File: config.mk
export PLATFORM = sky130hd
export DESIGN_NAME = hazard_unit
export DESIGN_NICKNAME = d
export VERILOG_FILES = /design/src/rtl/hazard_pkg.sv /design/src/rtl/hazard_cmp.sv /design/src/rtl/hazard_unit.sv
export SDC_FILE = /design/constraint.sdc
export NUM_CORES = 1
export LEC_CHECK = 0
export BUFFER_PORTS_ARGS = -buffer_cell sky130_fd_sc_hd__buf_2
export CELL_PAD_IN_SITES_DETAIL_PLACEMENT = 2
export CELL_PAD_IN_SITES_GLOBAL_PLACEMENT = 2
export CORE_MARGIN = 2
export CORE_UTILIZATION = 32
export DETAILED_ROUTE_END_ITERATION = 8
export MAX_ROUTING_LAYER = met4
export PLACE_DENSITY = 0.84
export SLEW_MARGIN = 20
export SYNTH_ARGS = -nofsm -noshare
export SYNTH_HDL_FRONTEND = slang
export SYNTH_SLANG_ARGS = --single-unit
File: constraint.sdc
create_clock -name i_clk -period 5.48 [get_ports i_clk]
set_clock_uncertainty 0.05 [all_clocks]
set_input_delay 0.274 -clock i_clk [delete_from_list [all_inputs] [get_ports i_clk]]
set_output_delay 0.274 -clock i_clk [all_outputs]
set_load 0.02 [all_outputs]
File: src/rtl/hazard_pkg.sv
// Shared types for the hazard unit: FSM states, pipeline slot record, x0 constant.
// Register indices are held at MAX_REG_W bits inside slots; REG_W must not exceed it.
package hazard_pkg;

  localparam int MAX_REG_W = 8;

  typedef logic [MAX_REG_W-1:0] slot_rd_t;

  localparam slot_rd_t REG_X0 = '0;

  typedef enum logic [1:0] {
    ST_RUN        = 2'd0,
    ST_LOAD_STALL = 2'd1,
    ST_MEM_WAIT   = 2'd2
  } hazard_state_t;

  typedef struct packed {
    slot_rd_t rd;
    logic     wen;
    logic     load;
  } slot_t;

  localparam slot_t SLOT_BUBBLE = '0;

  function automatic logic is_producer(input slot_t s);
    return s.wen && (s.rd != REG_X0);
  endfunction

endpackage

File: src/rtl/hazard_cmp.sv
// Matches one pipeline slot against the two decode source operands.
// An x0 destination, a non-writing slot or an unread source never matches.
module hazard_cmp
  import hazard_pkg::*;
#(
  parameter int REG_W = 5
) (
  input  slot_t            slot,
  input  logic [REG_W-1:0] rs1,
  input  logic [REG_W-1:0] rs2,
  input  logic             use1,
  input  logic             use2,
  output logic             hit1,
  output logic             hit2
);

  logic producer;

  assign producer = is_producer(slot);
  assign hit1     = producer && use1 && (slot.rd == slot_rd_t'(rs1));
  assign hit2     = producer && use2 && (slot.rd == slot_rd_t'(rs2));

endmodule

File: src/rtl/hazard_unit.sv
// Pipeline hazard unit: operand forwarding, load-use stall, branch flush, memory wait.
// Build option HAZARD_FRWD_MEM_EN enables forwarding from the MEM slot; otherwise MEM hits stall.
module hazard_unit
  import hazard_pkg::*;
#(
  parameter int REG_W = 5,
  parameter int CNT_W = 16
) (
  input  logic             i_clk,
  input  logic             i_rst,
  input  logic             i_id_valid,
  input  logic [REG_W-1:0] i_id_rs1,
  input  logic [REG_W-1:0] i_id_rs2,
  input  logic             i_id_use_rs1,
  input  logic             i_id_use_rs2,
  input  logic [REG_W-1:0] i_id_rd,
  input  logic             i_id_reg_wen,
  input  logic             i_id_mem_reg,
  input  logic             i_branch_taken,
  input  logic             i_mem_busy,
  output logic             o_frwd_alu_op1,
  output logic             o_frwd_mem_op1,
  output logic             o_frwd_alu_op2,
  output logic             o_frwd_mem_op2,
  output logic             o_stall_if,
  output logic             o_stall_id,
  output logic             o_bubble_ex,
  output logic             o_flush_if,
  output logic             o_flush_id,
  output logic [CNT_W-1:0] o_stall_cnt,
  output hazard_state_t    o_state
);

  slot_t         ex_slot, mem_slot, ex_next;
  hazard_state_t state;
  logic          ex_hit1, ex_hit2, mem_hit1, mem_hit2;
  logic          load_use, mem_stall, data_stall, flush, stall, issue;
  logic          alu1, alu2, mem1, mem2;
  logic [CNT_W-1:0] stall_cnt;

  hazard_cmp #(.REG_W(REG_W)) u_cmp_ex (
    .slot(ex_slot), .rs1(i_id_rs1), .rs2(i_id_rs2),
    .use1(i_id_use_rs1), .use2(i_id_use_rs2), .hit1(ex_hit1), .hit2(ex_hit2)
  );

  hazard_cmp #(.REG_W(REG_W)) u_cmp_mem (
    .slot(mem_slot), .rs1(i_id_rs1), .rs2(i_id_rs2),
    .use1(i_id_use_rs1), .use2(i_id_use_rs2), .hit1(mem_hit1), .hit2(mem_hit2)
  );

  assign load_use = i_id_valid && ex_slot.load && (ex_hit1 || ex_hit2);

`ifdef HAZARD_FRWD_MEM_EN
  assign mem_stall = 1'b0;
`else
  // A MEM hit only matters when EX does not hold a younger write of the same register.
  assign mem_stall = i_id_valid && ((mem_hit1 && !ex_hit1) || (mem_hit2 && !ex_hit2));
`endif

  assign data_stall = load_use || mem_stall;
  assign flush      = !i_rst && !i_mem_busy && i_branch_taken;
  assign stall      = !i_rst && (i_mem_busy || (!i_branch_taken && data_stall));
  assign issue      = !i_rst && !i_mem_busy && !i_branch_taken && !data_stall && i_id_valid;

  assign o_stall_if  = stall;
  assign o_stall_id  = stall;
  assign o_bubble_ex = !i_rst && !i_mem_busy && !i_branch_taken && data_stall;
  assign o_flush_if  = flush;
  assign o_flush_id  = flush;

  always_comb begin
    ex_next = SLOT_BUBBLE;
    if (issue) begin
      ex_next.rd   = slot_rd_t'(i_id_rd);
      ex_next.wen  = i_id_reg_wen;
      ex_next.load = i_id_mem_reg;
    end
  end

  always_ff @(posedge i_clk) begin
    if (i_rst) begin
      ex_slot   <= SLOT_BUBBLE;
      mem_slot  <= SLOT_BUBBLE;
      alu1      <= 1'b0;
      alu2      <= 1'b0;
      mem1      <= 1'b0;
      mem2      <= 1'b0;
      stall_cnt <= '0;
      state     <= ST_RUN;
    end else if (i_mem_busy) begin
      // Pipeline frozen: slots and selects hold, only the stall counter moves.
      state <= ST_MEM_WAIT;
      if (stall_cnt != '1) stall_cnt <= stall_cnt + CNT_W'(1);
    end else begin
      mem_slot <= ex_slot;
      ex_slot  <= ex_next;
      alu1     <= issue && ex_hit1;
      alu2     <= issue && ex_hit2;
`ifdef HAZARD_FRWD_MEM_EN
      mem1     <= issue && mem_hit1 && !ex_hit1;
      mem2     <= issue && mem_hit2 && !ex_hit2;
`else
      mem1     <= 1'b0;
      mem2     <= 1'b0;
`endif
      state    <= (data_stall && !i_branch_taken) ? ST_LOAD_STALL : ST_RUN;
      if (stall && stall_cnt != '1) stall_cnt <= stall_cnt + CNT_W'(1);
    end
  end

  assign o_frwd_alu_op1 = alu1;
  assign o_frwd_alu_op2 = alu2;
  assign o_frwd_mem_op1 = mem1;
  assign o_frwd_mem_op2 = mem2;
  assign o_stall_cnt    = stall_cnt;
  assign o_state        = state;

endmodule

== After elaboration in Yosys (flattened, before gate mapping) ==
Index checks and enable logic that the tools add are counted.

* Word-level logic and storage cells: 64
* Bits of input ports: 24
* Flip-flop bits (word level): 39

* Add/sub/neg operators: 1
* Reductions and logical operators: 41
* Eq/ne operators: 6
* Muxes and demuxes: 6

{| class="wikitable"
|+ Operator list
! kind !! number
|-
| 2-to-1 mux 16 bit || 3
|-
| == test 8 x 5 -> 1 bit || 4
|-
| logical AND 1 bit || 26
|-
| adder 16 x 1 -> 16 bit (second input constant) || 1
|-
| inequality test 16 bit (second input constant) || 1
|-
| nonzero test 8 bit || 2
|-
| 2-to-1 mux 7 bit || 1
|-
| logical NOT 1 bit || 6
|-
| logical OR 1 bit || 4
|-
| 2-to-1 mux 2 bit || 1
|-
| inequality test 2 x 1 -> 1 bit (second input constant) || 1
|-
| AND reduction 2 bit || 1
|-
| nonzero test 2 bit || 1
|-
| OR reduction 2 bit || 1
|-
| 2-to-1 mux 1 bit || 1
|}

== Depth between registers and ports, before layout ==
Gate-level depths: netlist of run 1.

* Word-level depth: 15
* Mapped depth: 8
* Depth with buffers taken out: 7

== By module ==
A second synthesis of run 1 with hierarchy kept.

* Cell total of the unflattened synthesis: 196
* Area, all modules: 1,804.2 µm²

{| class="wikitable"
|+ Modules (own cells, without submodules)
! module !! instances !! seq. area each (µm²) !! area an instance (µm²) !! cells each
|-
| hazard_unit || 1 || 680.7 || 1,526.5 || 158
|-
| hazard_cmp || 2 || 0.0 || 138.9 || 19
|}

== Least setup slack after synthesis of run 1 ==
Ideal clock, no wire load.

* Path kind: register to output
* Start: reg ex_slot[2] (netlist name)
* End: out o_stall_if
* Setup slack: 3,228 ps
* Cell stages (with the launch flop): 9
* Required time: 5,156 ps
* Arrival: 1,928 ps
* Buffers on the path: 1
* Path through: dfxtp_1 or4_1 o21ai_1 nand4b_1 a22o_4 a22o_1 nand2_1 nand2b_1 buf_4

* Longest elaborated chain between the ends: 12
* Elaborated cells between the ends (all ways): 20

{| class="wikitable"
|+ RTL lines
! item !! line !! text
|-
| start: declaration || hazard_unit.sv:34 || <nowiki>slot_t ex_slot, mem_slot, ex_next;</nowiki>
|-
| start signal: assignment || hazard_unit.sv:96 || <nowiki>ex_slot <= ex_next;</nowiki>
|-
| nonzero test 8 bit || hazard_pkg.sv:26 || <nowiki>return s.wen && (s.rd != REG_X0);</nowiki>
|-
| logical AND 1 bit || hazard_pkg.sv:26 ||
|-
| logical AND 1 bit, on equally long branches (2 in a row) || hazard_cmp.sv:20, hazard_cmp.sv:21 ||
|-
| logical NOT 1 bit || hazard_unit.sv:57 || <nowiki>assign mem_stall = i_id_valid && ((mem_hit1 && !ex_hit1) || (mem_hit2 && !ex_hit2));</nowiki>
|-
| logical AND 1 bit || hazard_unit.sv:57 ||
|-
| logical OR 1 bit || hazard_unit.sv:57 ||
|-
| logical AND 1 bit || hazard_unit.sv:57 ||
|-
| logical OR 1 bit * || hazard_unit.sv:60 || <nowiki>assign data_stall = load_use || mem_stall;</nowiki>
|-
| logical AND 1 bit * || hazard_unit.sv:62 || <nowiki>assign stall = !i_rst && (i_mem_busy || (!i_branch_taken && data_stall));</nowiki>
|-
| logical OR 1 bit * || hazard_unit.sv:62 ||
|-
| logical AND 1 bit * || hazard_unit.sv:62 ||
|-
| end: declaration || hazard_unit.sv:25 || <nowiki>output logic o_stall_if,</nowiki>
|}

Every way passes the cells marked *; elsewhere a longest branch is shown, timed or not.

== Final worst setup path of run 1 ==
* Start: reg ex_slot[4] (netlist name)
* End: reg stall_cnt[0] (netlist: o_stall_cnt[0])

* Longest elaborated chain between the ends: 15
* Elaborated cells between the ends (all ways): 23

{| class="wikitable"
|+ RTL lines
! item !! line !! text
|-
| nonzero test 8 bit || hazard_pkg.sv:26 ||
|-
| logical AND 1 bit || hazard_pkg.sv:26 ||
|-
| logical AND 1 bit, on equally long branches (2 in a row) || hazard_cmp.sv:20, hazard_cmp.sv:21 ||
|-
| logical NOT 1 bit || hazard_unit.sv:57 ||
|-
| logical AND 1 bit || hazard_unit.sv:57 ||
|-
| logical OR 1 bit || hazard_unit.sv:57 ||
|-
| logical AND 1 bit || hazard_unit.sv:57 ||
|-
| logical OR 1 bit * || hazard_unit.sv:60 ||
|-
| logical AND 1 bit * || hazard_unit.sv:62 ||
|-
| logical OR 1 bit * || hazard_unit.sv:62 ||
|-
| logical AND 1 bit * || hazard_unit.sv:62 ||
|-
| logical AND 1 bit * || hazard_unit.sv:107 || <nowiki>if (stall && stall_cnt != '1) stall_cnt <= stall_cnt + CNT_W'(1);</nowiki>
|-
| nonzero test 2 bit (no line) * || -- ||
|-
| AND reduction 2 bit (no line) * || -- ||
|-
| end signal: assignment || hazard_unit.sv:93 || <nowiki>if (stall_cnt != '1) stall_cnt <= stall_cnt + CNT_W'(1);</nowiki>
|-
| end signal: assignment || hazard_unit.sv:107 ||
|-
| end: declaration || hazard_unit.sv:39 || <nowiki>logic [CNT_W-1:0] stall_cnt;</nowiki>
|}

Marked as above.
A chain may end at the register's enable or synchronous reset.

==> summary.txt, run 1 <==
Run status
  – Outcome: finished clean

Power and ir drop
  – Worst vdd ir: approximately 0.14 mV
  – Static Leak: 0.998 nW
  – Overall Power: between 0.0005 and 0.0006 W
  – PD cells: 267 nW/um2

Global route
  – Gr usage total: 0.187
  – Grt total ovfl: 0
  – Initial antenna violation count: 0
  – Largest net degree at the start of global routing: 37
  – Number of global-route vias before repair: around 1,700
  – First-pass GRT wire length: 8850 um

Timing
  – Min cycle time layout: a little under 3000 ps
  – Crit share post-route: 0.527
  – RSZ-0062 raised after global routing: no
  – Slew Viols, Final: 0
  – Final Hold Fails: 0
  – Least-Margin Pin Slew: just over 800 ps
  – Setup TNS: 0 ps
  – Endpoints failing setup: 0
  – Fmax achieved: about 350 MHz
  – Hold WS: between 100 and 150 ps
  – Max_slew headroom: 0.446

Clocking
  – Reg clk slew, reported paths: 80 ps
  – CTS max path bufs: 2
  – Hold Buf Count CTS: 0
  – Number of CTS-inserted buffers: 5
  – H-tree depth: 2
  – Skew-Pair Late Insertion Delay: roughly 300 ps
  – Post-CTS sizing: 0
  – TritonCTS clock tree: yes
  – Root Driver: clkbuf_8
  – Post-CTS Setup Inserts: 0
  – CTS sink count: 33

Placement
  – Post-DP HPWL: around 3800 um
  – Count of input and output buffers: 48
  – Placed cells: 312
  – Routability cong.: 0.831

Layout
  – Layout cell share with drive strength beyond 1: 0.278
  – Layout Nets: between 200 and 300
  – Finished Layout Cells: 320
  – Area delta synth->final: 22.8%
  – Diode count: 0
  – Filler Cell Count: 626

Routing
  – ANT nets after route: 0
  – Via/cell ratio: 5.10
  – First drt pass iteration count: 4
  – DR vias: 1,631
  – Post-route DRC violation count: 0
  – Routed wire per std cell: 16.3 um
  – DR iter-0 viols: 67
  – Routed WL: 5220 um

Min path
  – Hold WC Path Type: input pin to flop
  – Hold Path Stages: 2

Floorplanning
  – Starting density of the core: 0.329
  – Die Ht: 78.7 um
  – Die area: 6200 um2
  – I/O pin cnt: between 50 and 60
  – Die X: 78.7 um
  – Rows: 27
  – Core area: between 5000 and 6000 um2

Yosys
  – Number of flops mapped to enable cells by yosys: 0
  – Syn_area_per_cell: 8.80 um2
  – Top cells by instance count after synthesis: 33 x dfxtp_1, 25 x nor2_1, 16 x xor2_1
  – Most frequent cell after synthesis: dfxtp_1
  – FFs w/ async S/R, synth: 0
  – Most used DFF post-synth: dfxtp_1
  – Post-synth cell types: 36
  – Yosys top cell area share: 0.370
  – Mapped Area: 1790 um2
  – Ys Warns: 0
  – Seq/Total Area, Yosys: 0.370
  – Flops & latches, synth: 33
  – Post-synth top area cell: dfxtp_1
  – Area contributors post-synth: dfxtp_1 37%, xor2_1 7.8%, mux2_2 6.3%
  – Synth Instances: a little over 200

Critical path
  – Crit path kind: flop to flop
  – Worst Path Required: 5610 ps
  – Critical Path AT: 3020 ps
  – Worst-path fanout max: 11
  – CP endpoint kind: flop
  – Worst R2R Path Depth: 8
  – Critical path startpoint category: flop

Flow run
  – Max capacitance violation total: 0
## cells in the final DEF (no fill, tap or decap), drive strengths merged, types with 4 or more instances in the layout
master	instances
clkbuf	5
xor2	16
nand3	6
a22o	9
nor3b	4
a21oi	5
or3	5
and2	4
nor3	7
mux2i	7
nand2	10
nor2	25
xnor2	4
nand4	4
nor2b	11
buf	49
mux2	10
o21ai	6
nor4	4
dfxtp	33
## cells by family after synthesis
logic type	share of synthesized area
simple gates	0.271
flops	0.370
compound gates	0.105
xor+xnor	0.0980
mux	0.102
buf+inv	0.0448
fa+ha+maj	0.00700
other cells	0.00210
## layer usage
metal  global-route usage  routed length (um)  vias up
met5                    -                   0        -
met4               0.0526                  70        0
met3               0.0375                 177        7
met2                0.298                2500       32
met1                0.242                2470      798
li1                     -                   -      794
## power breakdown
| group | switching, W | total, W | internal, W |
|---|---|---|---|
| registers | 0.00000479 | 0.000248 | 0.000243 |
| logic | 0.0000313 | 0.0000520 | 0.0000207 |
| clock network | 0.000103 | 0.000286 | 0.000183 |
| total | 0.000139 | 0.000586 | 0.000447 |
## worst paths after layout
path,from,endpoint,slack [ps]
worst max-delay path,ex_slot[4],o_stall_cnt[0],2590
worst min-delay path,i_id_rd[0],ex_slot[2],140
worst max register to register,ex_slot[4],o_stall_cnt[0],2590
worst min register to register,o_frwd_alu_op1,o_frwd_alu_op1,420
## registers in the layout (all words and copies together) (netlist names)
| name | cells |
|---|---|
| o_stall_cnt | 16 |
| o_frwd_alu_op2 | 1 |
| mem_slot | 6 |
| o_state | 2 |
| o_frwd_alu_op1 | 1 |
| ex_slot | 7 |
## worst max-delay path: stages (launching register included)
cell      delay (ps)
dfxtp_1          370
xor2_1           180
nor4_1           420
nand4b_1         240
a22o_4           280
a221oi_2         540
buf_4            290
nor2_1            90
mux2_2           310
## area by class of cell
class | count | area [um2] | area share
well taps | 72 | 90.1 | 0.0411
flip-flops and latches | 33 | 661 | 0.301
clock buffers | 5 | 68.8 | 0.0314
repair buffers | 49 | 248 | 0.113
inverters | 2 | 7.51 | 0.00342
multi-input cells | 156 | 1050 | 0.479
clock inverters | 3 | 68.8 | 0.0314
## metrics by stage
step                      area (um2)  setup WS, ps   util
final                           2190          2590  0.403
after floorplan                 1790          3230      -
after detailed placement        2060          2620  0.378
after global placement          2050          2410  0.377
after CTS                       2190          2570  0.403
after global routing            2190          2390  0.403
(Power assumes the default switching activity.)
==> run 2: changes to the inputs <==
- CORE_UTILIZATION: 32 -> 27
- PLACE_DENSITY: 0.84 -> 0.76
- clock period: 5.48 -> 2.6 ns (I/O delays scaled with it)
==> summary.txt, run 2 (synthesis gave the netlist of run 1 again) <==
Run status
  – Outcome: finished clean

Power and ir drop
  – Static Leak: 1.05 nW
  – PD cells: 498 nW/um2
  – Worst vdd ir: 0.207 mV

Routing
  – Post-route DRC violation count: 0
  – DR iter-0 viols: 34
  – Routed WL: 5380 um
  – Via/cell ratio: ~5
  – First drt pass iteration count: 4
  – DR vias: approximately 1,700
  – Routed wire per std cell: 16.1 um
  – ANT nets after route: 0

Clocking
  – Root Driver: clkbuf_8
  – TritonCTS clock tree: yes
  – Number of CTS-inserted buffers: 5
  – Reg clk slew, reported paths: 70 ps
  – CTS sink count: 33
  – CTS max path bufs: 2
  – H-tree depth: 2
  – Skew-Pair Late Insertion Delay: between 200 and 300 ps

Min path
  – Hold WC Path Type: input pin to flop
  – Hold Path Stages: 2
  – HP Start: i_id_rd[2]
  – Worst Hold End: ex_slot[4]

Placement
  – Routability cong.: 0.768
  – Count of input and output buffers: 48
  – Placed cells: 321
  – Post-DP HPWL: 4090 um

Layout
  – Commonest cells after routing, fill and taps aside: 48 x buf_2, 29 x dfxtp_1, 25 x nor2_1, 16 x xor2_1, 11 x nor2b_1
  – Layout cell share with drive strength beyond 1: 0.329
  – Diode count: 0
  – Max FFs per register: 16
  – Post-layout util: 0.363
  – Layout Nets: between 200 and 300
  – Area delta synth->final: 29.9%
  – Commonest non-fill, non-tap cell in the layout: buf_2
  – Finished Layout Cells: 335

Timing
  – Endpoints failing setup: 0
  – Least-Margin Pin Slew: 835 ps
  – Final Hold Fails: 0
  – Setup TNS: 0 ps
  – Fmax achieved: 402 MHz
  – Slew Viols, Final: 0
  – Min cycle time layout: 2490 ps
  – Max_slew headroom: 0.442
  – Hold WS: 18.2 ps
  – Crit share post-route: 0.958

Floorplanning
  – Die Ht: 85.3 um
  – Starting density of the core: 0.280
  – Rows: 29
  – Die area: around 7300 um2
  – Core area: approximately 6400 um2
  – I/O pin cnt: 51
  – Die X: 85.3 um

Critical path
  – Worst R2R Path Depth: 8
  – R2R setup slack: 110 ps
  – CP endpoint kind: flop
  – Worst Path Required: 2770 ps
  – Worst-path fanout max: 7
  – Worst R2R End: o_stall_cnt[9]
  – Worst reg2reg startpoint: ex_slot[2]
  – Critical path startpoint category: flop
  – Critical Path AT: between 2000 and 3000 ps
  – Crit path kind: flop to flop

Global route
  – Number of global-route vias before repair: 1,840
  – Largest net degree at the start of global routing: 32
  – Gr usage total: 0.164
  – Grt total ovfl: 0
  – First-pass GRT wire length: 9200 um
  – Initial antenna violation count: 0

Flow run
  – Max capacitance violation total: 0
## run 2: changes by cell type in the layout (fill, tap and decap cells not counted), moves of 3 or more
| cell | delta |
|---|---|
| dfxtp_1 | -4 |
| dfxtp_2 | +3 |
| buf_4 | +4 |
| dlygate4sd3_1 | +5 |
## run 2: critical path: stages (launching register included)
cell and delay [ps]:
dfxtp_4 370, or4_4 550, o21ai_4 170, nand4b_1 220, a22o_4 180, a221oi_2 70, buf_4 180, or4_4 500
a21oi_1 120
## run 2: cell type report
| type | instances | area [um2] |
|---|---|---|
| tap | 77 | 96.3 |
| inverter | 2 | 7.51 |
| clock inverter | 1 | 30.0 |
| sequential | 33 | 668 |
| fill | 732 | 4070 |
| timing repair buffer | 59 | 339 |
| clock buffer | 7 | 86.3 |
| multi-input combinational | 156 | 1090 |
## run 2: how the worst max path moves through the flow
| stage | from | endpoint | slack (ps) | depth (start not counted) |
|---|---|---|---|---|
| 2_1_floorplan | ex_slot[2] | o_stall_cnt[9] | 390 | 8 |
| 3_3_place_gp | ex_slot[2] | o_stall_cnt[9] | 180 | 8 |
| 3_5_place_dp | ex_slot[2] | o_stall_cnt[13] | 40 | 8 |
| 4_1_cts | ex_slot[2] | o_stall_id | 20 | 8 |
| 5_1_grt | ex_slot[2] | o_stall_cnt[4] | -20 | 8 |
| 6_report | ex_slot[2] | o_stall_cnt[9] | 110 | 8 |
## run 2: timing repair
item                                    in CTS  in global routing
endpoints found under the setup margin       3                 11
resized for setup                            2                 13
endpoints found under the hold margin        5                  0
buffers inserted                             1                  0
hold buffers                                 5                  0
gates cloned                                 0                  0
pin swaps                                    0                  5
## run 2: metal layers
| layer | part of all wire | global-route usage | up-vias | wire, um |
|---|---|---|---|---|
| li1 | - | - | 814 | - |
| met1 | 0.47 | 0.206 | 823 | 2550 |
| met2 | 0.48 | 0.269 | 31 | 2580 |
| met3 | 0.033 | 0.0311 | 6 | 176 |
| met4 | 0.013 | 0.0476 | 0 | 71 |
| met5 | 0 | - | - | 0 |
## run 2: metrics by stage
stage | worst slack, ps | total power, W | area (um2)
finish | 110 | 0.00116 | 2320
CTS | 21.3 | 0.00118 | 2280
floorplan | 394 | 0.000604 | 1790
global route | -16.7 | 0.00121 | 2320
detailed placement | 44.5 | 0.000649 | 2090
global placement | 175 | 0.000644 | 2090
## run 2: power by group
part / total (W) / switching (W) / internal, W
combinational: 0.000123 / 0.0000701 / 0.0000529
clock: 0.000511 / 0.000198 / 0.000313
sequential: 0.000523 / 0.0000103 / 0.000512
total: 0.00116 / 0.000278 / 0.000878
